File: src/rtl/axi_lite_gpio.sv
`default_nettype none
// +------------------------------------------------------------------+
// | axi_lite_gpio : single-channel AXI4-Lite GPIO with change IRQ    |
// | Revision: 1.0                                                    |
// +------------------------------------------------------------------+
module axi_lite_gpio #(
  parameter int          GPIO_WIDTH   = 32,
  parameter int          ADDR_WIDTH   = 9,
  parameter logic [31:0] DOUT_DEFAULT = 32'h0,
  parameter logic [31:0] TRI_DEFAULT  = 32'hFFFF_FFFF
) (
  input  logic                  clk,
  input  logic                  rst,
  input  logic [ADDR_WIDTH-1:0] s_axi_awaddr,
  input  logic                  s_axi_awvalid,
  output logic                  s_axi_awready,
  input  logic [31:0]           s_axi_wdata,
  input  logic [3:0]            s_axi_wstrb,
  input  logic                  s_axi_wvalid,
  output logic                  s_axi_wready,
  output logic [1:0]            s_axi_bresp,
  output logic                  s_axi_bvalid,
  input  logic                  s_axi_bready,
  input  logic [ADDR_WIDTH-1:0] s_axi_araddr,
  input  logic                  s_axi_arvalid,
  output logic                  s_axi_arready,
  output logic [31:0]           s_axi_rdata,
  output logic [1:0]            s_axi_rresp,
  output logic                  s_axi_rvalid,
  input  logic                  s_axi_rready,
  input  logic [GPIO_WIDTH-1:0] gpio_io_i,
  output logic [GPIO_WIDTH-1:0] gpio_io_o,
  output logic [GPIO_WIDTH-1:0] gpio_io_t,
  output logic                  ip2intc_irpt
);

  localparam logic [6:0]  c_off_data = 7'h00;
  localparam logic [6:0]  c_off_tri  = 7'h01;
  localparam logic [6:0]  c_off_gier = 7'h47;
  localparam logic [6:0]  c_off_isr  = 7'h48;
  localparam logic [6:0]  c_off_ier  = 7'h4A;
  localparam logic [31:0] c_gpio_mask =
    (GPIO_WIDTH >= 32) ? 32'hFFFF_FFFF : ((32'h1 << GPIO_WIDTH) - 32'h1);

  logic [31:0]           data_q, data_d;
  logic [31:0]           tri_q, tri_d;
  logic                  gier_q, gier_d;
  logic                  ier_q, ier_d;
  logic                  isr_q, isr_d;
  logic                  irq_q, irq_d;
  logic                  bvalid_q, bvalid_d;
  logic                  rvalid_q, rvalid_d;
  logic [31:0]           rdata_q, rdata_d;
  logic [GPIO_WIDTH-1:0] sync1_q, sync1_d;
  logic [GPIO_WIDTH-1:0] sync2_q, sync2_d;
  logic [GPIO_WIDTH-1:0] sync_prev_q, sync_prev_d;

  logic        w_wr_en;
  logic        w_rd_en;
  logic [6:0]  w_wr_sel;
  logic [6:0]  w_rd_sel;
  logic [31:0] w_in_ext;
  logic [31:0] w_rd_val;
  logic        w_isr_set;
  logic        w_isr_clr;
  logic [3:0]  w_unused_addr;

  function automatic logic [31:0] merge_strb(input logic [31:0] old_v,
                                             input logic [31:0] new_v,
                                             input logic [3:0]  strb);
    logic [31:0] res;
    res = old_v;
    for (int b = 0; b < 4; b++) begin
      if (strb[b]) res[8*b +: 8] = new_v[8*b +: 8];
    end
    return res;
  endfunction

  // Handshakes are suppressed during reset so no transfer is seen as accepted.
  always_comb begin
    w_wr_en       = !rst && s_axi_awvalid && s_axi_wvalid && !bvalid_q;
    w_rd_en       = !rst && s_axi_arvalid && !rvalid_q;
    w_wr_sel      = s_axi_awaddr[8:2];
    w_rd_sel      = s_axi_araddr[8:2];
    w_unused_addr = {s_axi_awaddr[1:0], s_axi_araddr[1:0]};
  end

  // Pins configured as inputs read back the synchronised value.
  always_comb begin
    w_in_ext                   = '0;
    w_in_ext[GPIO_WIDTH-1:0]   = sync2_q;
    case (w_rd_sel)
      c_off_data: w_rd_val = (w_in_ext & tri_q) | (data_q & ~tri_q);
      c_off_tri:  w_rd_val = tri_q;
      c_off_gier: w_rd_val = {gier_q, 31'b0};
      c_off_isr:  w_rd_val = {31'b0, isr_q};
      c_off_ier:  w_rd_val = {31'b0, ier_q};
      default:    w_rd_val = 32'h0;
    endcase
  end

  always_comb begin
    data_d    = data_q;
    tri_d     = tri_q;
    gier_d    = gier_q;
    ier_d     = ier_q;
    w_isr_clr = 1'b0;
    if (w_wr_en) begin
      case (w_wr_sel)
        c_off_data: data_d = merge_strb(data_q, s_axi_wdata, s_axi_wstrb) & c_gpio_mask;
        c_off_tri:  tri_d  = merge_strb(tri_q, s_axi_wdata, s_axi_wstrb) & c_gpio_mask;
        c_off_gier: if (s_axi_wstrb[3]) gier_d = s_axi_wdata[31];
        c_off_isr:  w_isr_clr = s_axi_wstrb[0] & s_axi_wdata[0];
        c_off_ier:  if (s_axi_wstrb[0]) ier_d = s_axi_wdata[0];
        default:    ;
      endcase
    end

    sync1_d     = gpio_io_i;
    sync2_d     = sync1_q;
    sync_prev_d = sync2_q;

    // A fresh input change outranks a simultaneous software clear.
    w_isr_set = ier_q && (sync2_q != sync_prev_q);
    isr_d     = w_isr_set | (isr_q & ~w_isr_clr);
    irq_d     = gier_d & ier_d & isr_d;

    bvalid_d = w_wr_en ? 1'b1 : (s_axi_bready ? 1'b0 : bvalid_q);
    rvalid_d = w_rd_en ? 1'b1 : (s_axi_rready ? 1'b0 : rvalid_q);
    rdata_d  = w_rd_en ? w_rd_val : rdata_q;
  end

  always_ff @(posedge clk) begin
    if (rst) begin
      data_q      <= DOUT_DEFAULT & c_gpio_mask;
      tri_q       <= TRI_DEFAULT & c_gpio_mask;
      gier_q      <= 1'b0;
      ier_q       <= 1'b0;
      isr_q       <= 1'b0;
      irq_q       <= 1'b0;
      bvalid_q    <= 1'b0;
      rvalid_q    <= 1'b0;
      rdata_q     <= 32'h0;
      sync1_q     <= '0;
      sync2_q     <= '0;
      sync_prev_q <= '0;
    end else begin
      data_q      <= data_d;
      tri_q       <= tri_d;
      gier_q      <= gier_d;
      ier_q       <= ier_d;
      isr_q       <= isr_d;
      irq_q       <= irq_d;
      bvalid_q    <= bvalid_d;
      rvalid_q    <= rvalid_d;
      rdata_q     <= rdata_d;
      sync1_q     <= sync1_d;
      sync2_q     <= sync2_d;
      sync_prev_q <= sync_prev_d;
    end
  end

  assign s_axi_awready = w_wr_en;
  assign s_axi_wready  = w_wr_en;
  assign s_axi_bresp   = 2'b00;
  assign s_axi_bvalid  = bvalid_q;
  assign s_axi_arready = w_rd_en;
  assign s_axi_rdata   = rdata_q;
  assign s_axi_rresp   = 2'b00;
  assign s_axi_rvalid  = rvalid_q;
  assign gpio_io_o     = data_q[GPIO_WIDTH-1:0];
  assign gpio_io_t     = tri_q[GPIO_WIDTH-1:0];
  assign ip2intc_irpt  = irq_q;

endmodule
`default_nettype wire

File: config.mk
export PLATFORM = sky130hd
export DESIGN_NAME = axi_lite_gpio
export DESIGN_NICKNAME = d
export VERILOG_FILES = /design/src/rtl/axi_lite_gpio.sv
export SDC_FILE = /design/constraint.sdc
export NUM_CORES = 1
export LEC_CHECK = 0
export BUFFER_PORTS_ARGS = -buffer_cell sky130_fd_sc_hd__buf_4
export CORE_MARGIN = 2
export CORE_UTILIZATION = 30
export DETAILED_ROUTE_END_ITERATION = 10
export PLACE_DENSITY_LB_ADDON = 0.3
export RECOVER_POWER = 100
export SKIP_CTS_REPAIR_TIMING = 1
export SYNTH_ARGS = -nofsm -noshare
export SYNTH_HDL_FRONTEND = slang
export SYNTH_SLANG_ARGS = --single-unit
File: constraint.sdc
create_clock -name clk -period 2.4 [get_ports clk]
set_input_delay 0.36 -clock clk [delete_from_list [all_inputs] [get_ports clk]]
set_output_delay 0.36 -clock clk [all_outputs]
set_load 0.01 [all_outputs]
### Word level (Yosys, flattened, before mapping)

Cells that the tools add are included.

| operators by class | value |
|---|---|
| equal/unequal tests | 9 |
| multiplexer cells | 13 |
| bitwise logic cells | 10 |
| reduce and logical (&&, ||, !) cells | 21 |

Operators with widths:

| cell | number |
|---|---|
| 32-bit case mux with 5 select lines | 1 |
| 32-bit bitwise AND | 2 |
| 7-bit == test, second input constant | 6 |
| 32-bit != test | 1 |
| 32-bit NOT | 1 |
| 32-bit bitwise OR | 1 |
| 3-bit AND reduction | 8 |
| 7-bit by 1-bit == test with 1-bit output, second input constant | 2 |
| 7-bit logical NOT | 2 |
| 1-bit 2-to-1 mux | 12 |
| 1-bit logical AND | 6 |
| 1-bit bitwise AND | 4 |
| 2-bit nonzero test | 2 |
| 1-bit logical NOT | 3 |
| 1-bit NOT | 1 |
| 1-bit bitwise OR | 1 |

| storage, ports and cells | value |
|---|---|
| flip-flop bits (word level) | 198 |
| input port bits | 93 |
| output and inout port bits | 106 |
| logic and storage cells | 71 |

### Depth between registers and ports, before layout

Gate-level depths: netlist of run 1.

| depth | value |
|---|---|
| depth in word-level cells | 9 |
| depth in mapped cells | 8 |
| gate-level depth less buffers | 5 |

### Worst setup path before layout of run 1

Ideal clock, no wire load.

| timing | value |
|---|---|
| kind | input port to output port |
| from | in rst |
| to | out s_axi_arready |
| arrival | 1408 ps |
| data required time | 2040 ps |
| slack | 632 ps |
| stages on the path | 7 |
| path buffers | 4 |
| cell sequence | buf_6 > nor2_1 > nand2_1 > clkbuf_1 > buf_2 > buf_1 > inv_1 |

| between the ends | value |
|---|---|
| word-level cells in the longest chain between the ends | 3 |

Ends and longest elaborated chain:

| what | line | source |
|---|---|---|
| start: declaration | 13 | `input logic rst,` |
| 1-bit logical NOT | 82 | `w_rd_en = !rst && s_axi_arvalid && !rvalid_q;` |
| 1-bit logical AND (2 in a row) | 82 |  |
| end: declaration | 26 | `output logic s_axi_arready,` |

Every way passes these cells.

### Worst setup path after layout of run 1

| timing | value |
|---|---|
| from | reg bvalid_q (netlist: s_axi_bvalid) |
| to | reg data_q[30] (netlist: gpio_io_o[30]) |

| between the ends | value |
|---|---|
| word-level cells in the longest chain between the ends | 3 |

Ends and longest elaborated chain:

| what | line | source |
|---|---|---|
| start: declaration | 51 | `logic bvalid_q, bvalid_d;` |
| start signal: assignment | 154 | `bvalid_q <= bvalid_d;` |
| 1-bit logical NOT | 81 | `w_wr_en = !rst && s_axi_awvalid && s_axi_wvalid && !bvalid_q;` |
| 1-bit logical AND | 81 |  |
| 3-bit AND reduction (no line) | - |  |
| end signal: assignment | 135 | `data_q <= DOUT_DEFAULT & c_gpio_mask;` |
| end signal: assignment | 148 | `data_q <= data_d;` |
| end: declaration | 45 | `logic [31:0] data_q, data_d;` |

Every way passes these cells.
A chain may end at the register's enable or synchronous reset.

==> results of run 1 <==
## power by group through the flow
stage	Clock, W	Sequential [W]	Combinational [W]
after floorplan	0	0.00346	0.000205
after global placement	0	0.00347	0.000406
after detailed placement	0	0.00347	0.000406
after CTS	0.00278	0.00339	0.000408
after global routing	0.00294	0.00340	0.000436
final	0.00272	0.00339	0.000398
## placed cells by master, fill, tap and decap left out, types with 2 or more instances in the layout
master and count:
a21oi_1 94, o21ai_0 66, nor4_1 9, nand4b_1 2, nand2_1 69, clkbuf_1 105
nor3b_1 2, nand4_1 3, dfxtp_1 198, nor2b_1 96, inv_1 3, inv_8 2
clkbuf_16 17, clkinvlp_4 2, clkinv_4 5, nand3b_1 36, xor2_1 32, clkinv_2 2
inv_6 3, a2111oi_0 29, mux2i_1 3, nor2_1 78, buf_4 100, nand3_1 2
a211oi_1 2, nor3_1 6, conb_1 4
## flip-flops by register name, summed over array words and instances, names as in the netlist
| signal | cells |
|---|---|
| gier_q | 1 |
| gpio_io_o | 32 |
| gpio_io_t | 32 |
| ier_q | 1 |
| ip2intc_irpt | 1 |
| isr_q | 1 |
| s_axi_bvalid | 1 |
| s_axi_rdata | 32 |
| s_axi_rvalid | 1 |
| sync1_q | 32 |
| sync2_q | 32 |
| sync_prev_q | 32 |
## stage by stage
stage                util  hold slack (ns)  setup slack [ns]  cell area [sq um]  total power [W]
finish              0.388            0.118             0.212               9160          0.00651
global route        0.388           0.0937            0.0254               9160          0.00678
CTS                 0.405           0.0995             0.210               9570          0.00658
detailed placement  0.382            0.422             0.162               9010          0.00388
global placement    0.382            0.421             0.170               9010          0.00388
floorplan               -            0.414             0.632               7280          0.00366
## routing by layer
layer | track usage | wire [um] | vias to the layer above
met5 | 0 | 0 | -
met4 | 0.0657 | 554 | 0
met3 | 0.0299 | 1240 | 29
met2 | 0.258 | 9650 | 205
met1 | 0.232 | 10200 | 2777
li1 | - | - | 3051
## critical path, delay by kind of cell, from the launching register on
family,cells,cell delay [ns]
simple gates,4,1.33
flops,1,0.38
buf+inv,1,0.26
compound gates,1,0.15
## final cells by class
| type | count | area (sq um) | share of cell area |
|---|---|---|---|
| Clock buffer | 18 | 439 | 0.0479 |
| Clock inverter | 14 | 118 | 0.0128 |
| Sequential cell | 198 | 3960 | 0.433 |
| Timing Repair Buffer | 207 | 1170 | 0.128 |
| Inverter | 3 | 11.3 | 0.00123 |
| Tap cell | 319 | 399 | 0.0436 |
| Multi-Input combinational cell | 542 | 3060 | 0.334 |
## worst max path at each step
| stage | from | depth (start not counted) | slack, ns | to |
|---|---|---|---|---|
| after floorplan | rst | 7 | 0.63 | s_axi_arready |
| after global placement | rst | 8 | 0.17 | gpio_io_o[11] |
| after detailed placement | rst | 8 | 0.16 | gpio_io_o[9] |
| after CTS | s_axi_bvalid | 7 | 0.21 | gpio_io_o[9] |
| after global routing | s_axi_bvalid | 6 | 0.03 | gpio_io_o[31] |
| final | s_axi_bvalid | 6 | 0.21 | gpio_io_o[30] |
## logic make-up after synthesis
kind of cell / after synthesis / share of synthesized area
AND/OR/NAND/NOR: 308 / 0.225
XOR/XNOR: 32 / 0.0386
flip-flops: 198 / 0.545
other: 1 / 0.000516
buffers and inverters: 58 / 0.0348
AO/OA/AOI/OAI: 195 / 0.152
multiplexers: 3 / 0.00413
==> out/metrics.yaml, run 1 <==
run_status: "completed"
path_common_cell: "nand2_1"
numPortBuffers: 190
pwr-share-comb: 0.061
synth_cells: 795
filler_cell_count: 2457
synth_edf_count: 0
yosys.cell_count.top_type: "dfxtp_1"
synth_seq_cells: 198
layout-drive-gt1-share: 0.140
max-cap-violations: 0
worstPathCellList: "nor4bb_4 -> buf_4 -> nand2_1 -> nor2_1 -> nand2_1 -> a21oi_1"
post-place-cells: 1269
synth_top_cells_by_area: "dfxtp_1, nor2b_1, a21oi_1, o21ai_0, nor2_1"
clock_tree.buffer_depth: 2
worst_hold_startpoint: "s_axi_rready"
maximum_number_of_pins_on_one_net_before_global_route_repair: 198
setup_viol: 0
clock_tree_from_tritoncts: "yes"
max_slew_margin: 0.428
worst_hold_depth: 2
grt_overflow_total: 0
final_antenna_net_count: 0
placementRows: 56
wl_mm: 21.6
slew_at_the_pin_with_the_worst_max_slew_slack_ns: 0.858
fp.dieH_um: 160
timing.final.max_slew_violations: 0
critPathLaunchType: "register"
whs_endpoint: "s_axi_rvalid"
crit_path_top_delay_cell: "nor4bb_4"
finalWorstPathRequiredPeriod_ns: 2.19
die_width_um: 160
internal_power_w: 0.00492
number_of_diodes: 0
ys.flop_type: "dfxtp_1"
syn-mean-instance-area_sq_um: 9.14
final_cell_count_no_fill: 1301
gpl.final_weighted_congestion: 0.896
r2r_setup_slk_ns: 0.21
synth.distinct_cells: 33
min_period_over_period: 0.912
clock_sinks: 198
total_track_usage: 0.167
final_worst_clock_skew_ns: 0.00727
dp.final_hpwl_mm: 15.2
maximum_level_of_the_cts_h_tree: 4
tritoncts.num_buffers: 17
drt_first_iter_violations: 459
power.net_switching_w: 0.00159
nets_final: 1062
initial_utilization: 0.308
core_region_area_sq_um: 23600
mappedNetlistArea_sq_um: 7270
ctsRootBufferMaster: "clkbuf_16"
area.growth.synth_to_final_pct: 26.1
insertion_delay_ns: 0.42
static-leakage-power_nw: 3.50
die_area_sq_um: 25500
vdd_ir_drop_max_v: 0.000336
tns_ns: 0
detail_route.first_pass.iterations: 5
sw_ratio: 0.244
worstSetupEndpointType: "register"
synth.yosys.warnings: 0
antenna_found_initial: 0
first_global_vias: 5789
post-route-drc-count: 0
postSynth.asyncResetShare: 0
max_freq_mhz: 457
ys_seq_area_frac: 0.545
critical_path_required_ns: 2.75
post_drt_via_cell_ratio: 4.66
power_frac_clock: 0.418
finalHoldViolCount: 0
post_drt_wl_per_cell_um: 16.6
hold_path.class: "in -> reg"
cts.clk_slew.worst_paths_ns: 0.08
sequentialPowerShare: 0.521
num_vias: 6062
slowest_delay_ns: 0.57
io_pins: 199
synthDominantAreaCellType: "dfxtp_1"
worstSetupPathType: "reg -> reg"
yosys.area.top_type_share: 0.545
regToRegEndpoint: "gpio_io_o[30]"
power_density_of_the_placed_cells_nw_per_um2: 711
commonest_cells_in_the_netlist: "dfxtp_1, nor2b_1, a21oi_1"
critPathArrivalTime_ns: 2.54
worstRegToRegCells: 6
rsz_0062_raised_after_global_routing: "no"
first_pass_grt_wire_length_mm: 33.5
crit_path_max_fanout: 8
reg_to_reg_start: "s_axi_bvalid"
Power figures use the tool's default switching activity.
==> run 2: changes to the inputs <==
- MAX_ROUTING_LAYER: unset -> met4
==> run 2 against run 1 <==
Net effect: the run now ends with max-capacitance violations, max-slew violations left; critical path depth increased by 1; critical endpoint is now gpio_io_t[8]; cell count barely moved; non-clock buffer count rose by 1; register-to-register slack better by 0.06 ns; count of clock-buffer cells in the layout rose by 1; first-iteration DRC count shrank 21%.
==> out/metrics.yaml, run 2 (same netlist as run 1, synthesis figures left out) <==
nets_final: 1063  # +0.094%
dp.final_hpwl_mm: 15.4  # +1.7%
slowest_delay_ns: 0.38  # -0.19 ns
maximum_number_of_pins_on_one_net_before_global_route_repair: 158  # -20%
worstPathCellList: "nor4bb_4 -> buf_4 -> nand2_1 -> nor2_1 -> clkbuf_1 -> nand2_1 -> nand3b_1"
globalRoute.busiestLayer: "met2"
placementRows: 56  # unchanged
cp_bufs_invs: 2  # +1
worst_hold_slack_ns: 0.117  # -0.000652 ns
grt_util_met1: 0.228  # -0.00373
setup_viol: 0  # unchanged
detail_route.first_pass.iterations: 5  # unchanged
whs_endpoint: "s_axi_rvalid"
crit_path_max_fanout: 18  # +10
finalHoldViolCount: 0  # unchanged
rsz_0062_raised_after_global_routing: "no"
crit_path_top_delay_cell: "dfxtp_1"
first_pass_grt_wire_length_mm: 33.7  # +0.58%
grt_overflow_total: 0  # unchanged
first_global_vias: 5896  # +1.8%
io_pins: 199  # unchanged
ctsRootBufferMaster: "clkbuf_16"
reg_to_reg_start: "s_axi_bvalid"
total_track_usage: 0.173  # +0.00612
die_area_sq_um: 25500  # unchanged
min_period_over_period: 0.889  # -0.0231
insertion_delay_ns: 0.43  # about the same
critPathArrivalTime_ns: 2.50  # -0.04 ns
wl_mm: 21.7  # +0.13%
cts.clk_slew.worst_paths_ns: 0.07  # about the same
worstSetupStartpoint: "s_axi_bvalid"
kind_of_cell_with_the_highest_combined_delay_on_the_critical_path: "simple AND/OR/NAND/NOR gates"
number_of_diodes: 0  # unchanged
mostFrequentLayoutCell: "dfxtp_1"
critical_path_required_ns: 2.77  # +0.02 ns
layout.cells.most_common_list: "dfxtp_1, clkbuf_1, buf_4"
max-cap-violations: 1  # +1
clock_tree.buffer_depth: 2  # unchanged
r2r_setup_slk_ns: 0.27  # +0.06 ns
fp.dieH_um: 160  # unchanged
tns_ns: 0  # unchanged
clock_tree_from_tritoncts: "yes"
power_density_of_the_placed_cells_nw_per_um2: 709  # -0.30%
core_region_area_sq_um: 23600  # unchanged
path_common_cell: "nand2_1"
max_slew_margin: -0.0198  # -0.448
slew_at_the_pin_with_the_worst_max_slew_slack_ns: 1.53  # +0.672 ns
hold_path.class: "in -> reg"
timing.final.max_slew_violations: 41  # +41
final_antenna_net_count: 0  # unchanged
numPortBuffers: 190  # unchanged
max_freq_mhz: 469  # +2.6%
worst_hold_startpoint: "s_axi_rready"
antenna_found_initial: 0  # unchanged
post_drt_wl_per_cell_um: 16.6  # about the same
area.growth.synth_to_final_pct: 26.3
drt_first_iter_violations: 364  # -21%
worstSetupPathType: "reg -> reg"
final_worst_clock_skew_ns: 0.00955  # +0.00229 ns
maximum_level_of_the_cts_h_tree: 4  # unchanged
violations: "max-capacitance violations, max-slew violations"
gpl.final_weighted_congestion: 0.892  # -0.50%
tritoncts.num_buffers: 17  # unchanged
static-leakage-power_nw: 3.50  # +0.16%
clock_sinks: 198  # unchanged
initial_utilization: 0.308  # unchanged
vdd_ir_drop_max_v: 0.000326  # -3.1%
layout-drive-gt1-share: 0.138  # -0.00116
grtUsageMet3: 0.0395  # +0.00961
post-route-drc-count: 0  # unchanged
critPathLaunchType: "register"
run_status: "complete, but fails checks"
worstSetupEndpointType: "register"
finalWorstPathRequiredPeriod_ns: 2.13  # -0.0554 ns
post_drt_via_cell_ratio: 4.68  # +0.37%
num_vias: 6089  # +0.45%
worstRegToRegCells: 7  # +1
die_width_um: 160  # unchanged
worst_hold_depth: 2  # unchanged
regToRegEndpoint: "gpio_io_t[8]"
globalRouteMet2Util: 0.266  # +0.00826
run 2: cell types whose count changed in the layout (fill, tap and decap cells not counted):
cell	delta
buf_4	-1
clkinv_4	-2
clkbuf_1	+2
buf_12	+1
clkinv_8	+1
run 2: cell type report:
type / count / area (sq um)
Multi-Input combinational cell: 542 / 3060
Inverter: 3 / 11.3
Sequential cell: 198 / 3960
Tap cell: 319 / 399
Fill cell: 2513 / 14400
Clock inverter: 13 / 116
Clock buffer: 19 / 443
Timing Repair Buffer: 208 / 1190
run 2: worst reg2reg max path: cells and delay by family, from the launching register on:
kind | cells | cell delay (ns)
buffers and inverters | 2 | 0.62
flip-flops | 1 | 0.38
AND/OR/NAND/NOR | 5 | 1.08
run 2: power by group:
group	internal [W]	switching, W	leakage, nW
clock	0.00139	0.00132	0.271
sequential	0.00335	0.0000421	1.61
combinational	0.000190	0.000210	1.62
run 2: metrics by stage:
stage / setup slack, ns / total power, W / util / instances / area [sq um]
2_1_floorplan: 0.632 / 0.00366 / - / 798 / 7280
3_3_place_gp: 0.315 / 0.00388 / 0.382 / 1270 / 9030
3_5_place_dp: 0.245 / 0.00388 / 0.382 / 1270 / 9030
4_1_cts: 0.293 / 0.00661 / 0.406 / 1302 / 9590
5_1_grt: 0.0660 / 0.00679 / 0.389 / 1302 / 9180
6_report: 0.267 / 0.00651 / 0.389 / 1302 / 9180
run 2: how the worst max path moves through the flow:
stage | cells past startpoint | to
CTS | 7 | gpio_io_o[10]
global placement | 8 | gpio_io_o[11]
global route | 7 | gpio_io_t[12]
floorplan | 7 | s_axi_arready
finish | 7 | gpio_io_t[8]
detailed placement | 8 | gpio_io_o[10]
run 2: metal layers:
metal,wire length (um),part of all wire,vias to the layer above
li1,-,-,3054
met1,10100,0.47,2805
met2,9840,0.45,206
met3,1310,0.061,24
met4,391,0.018,0
met5,0,0,-
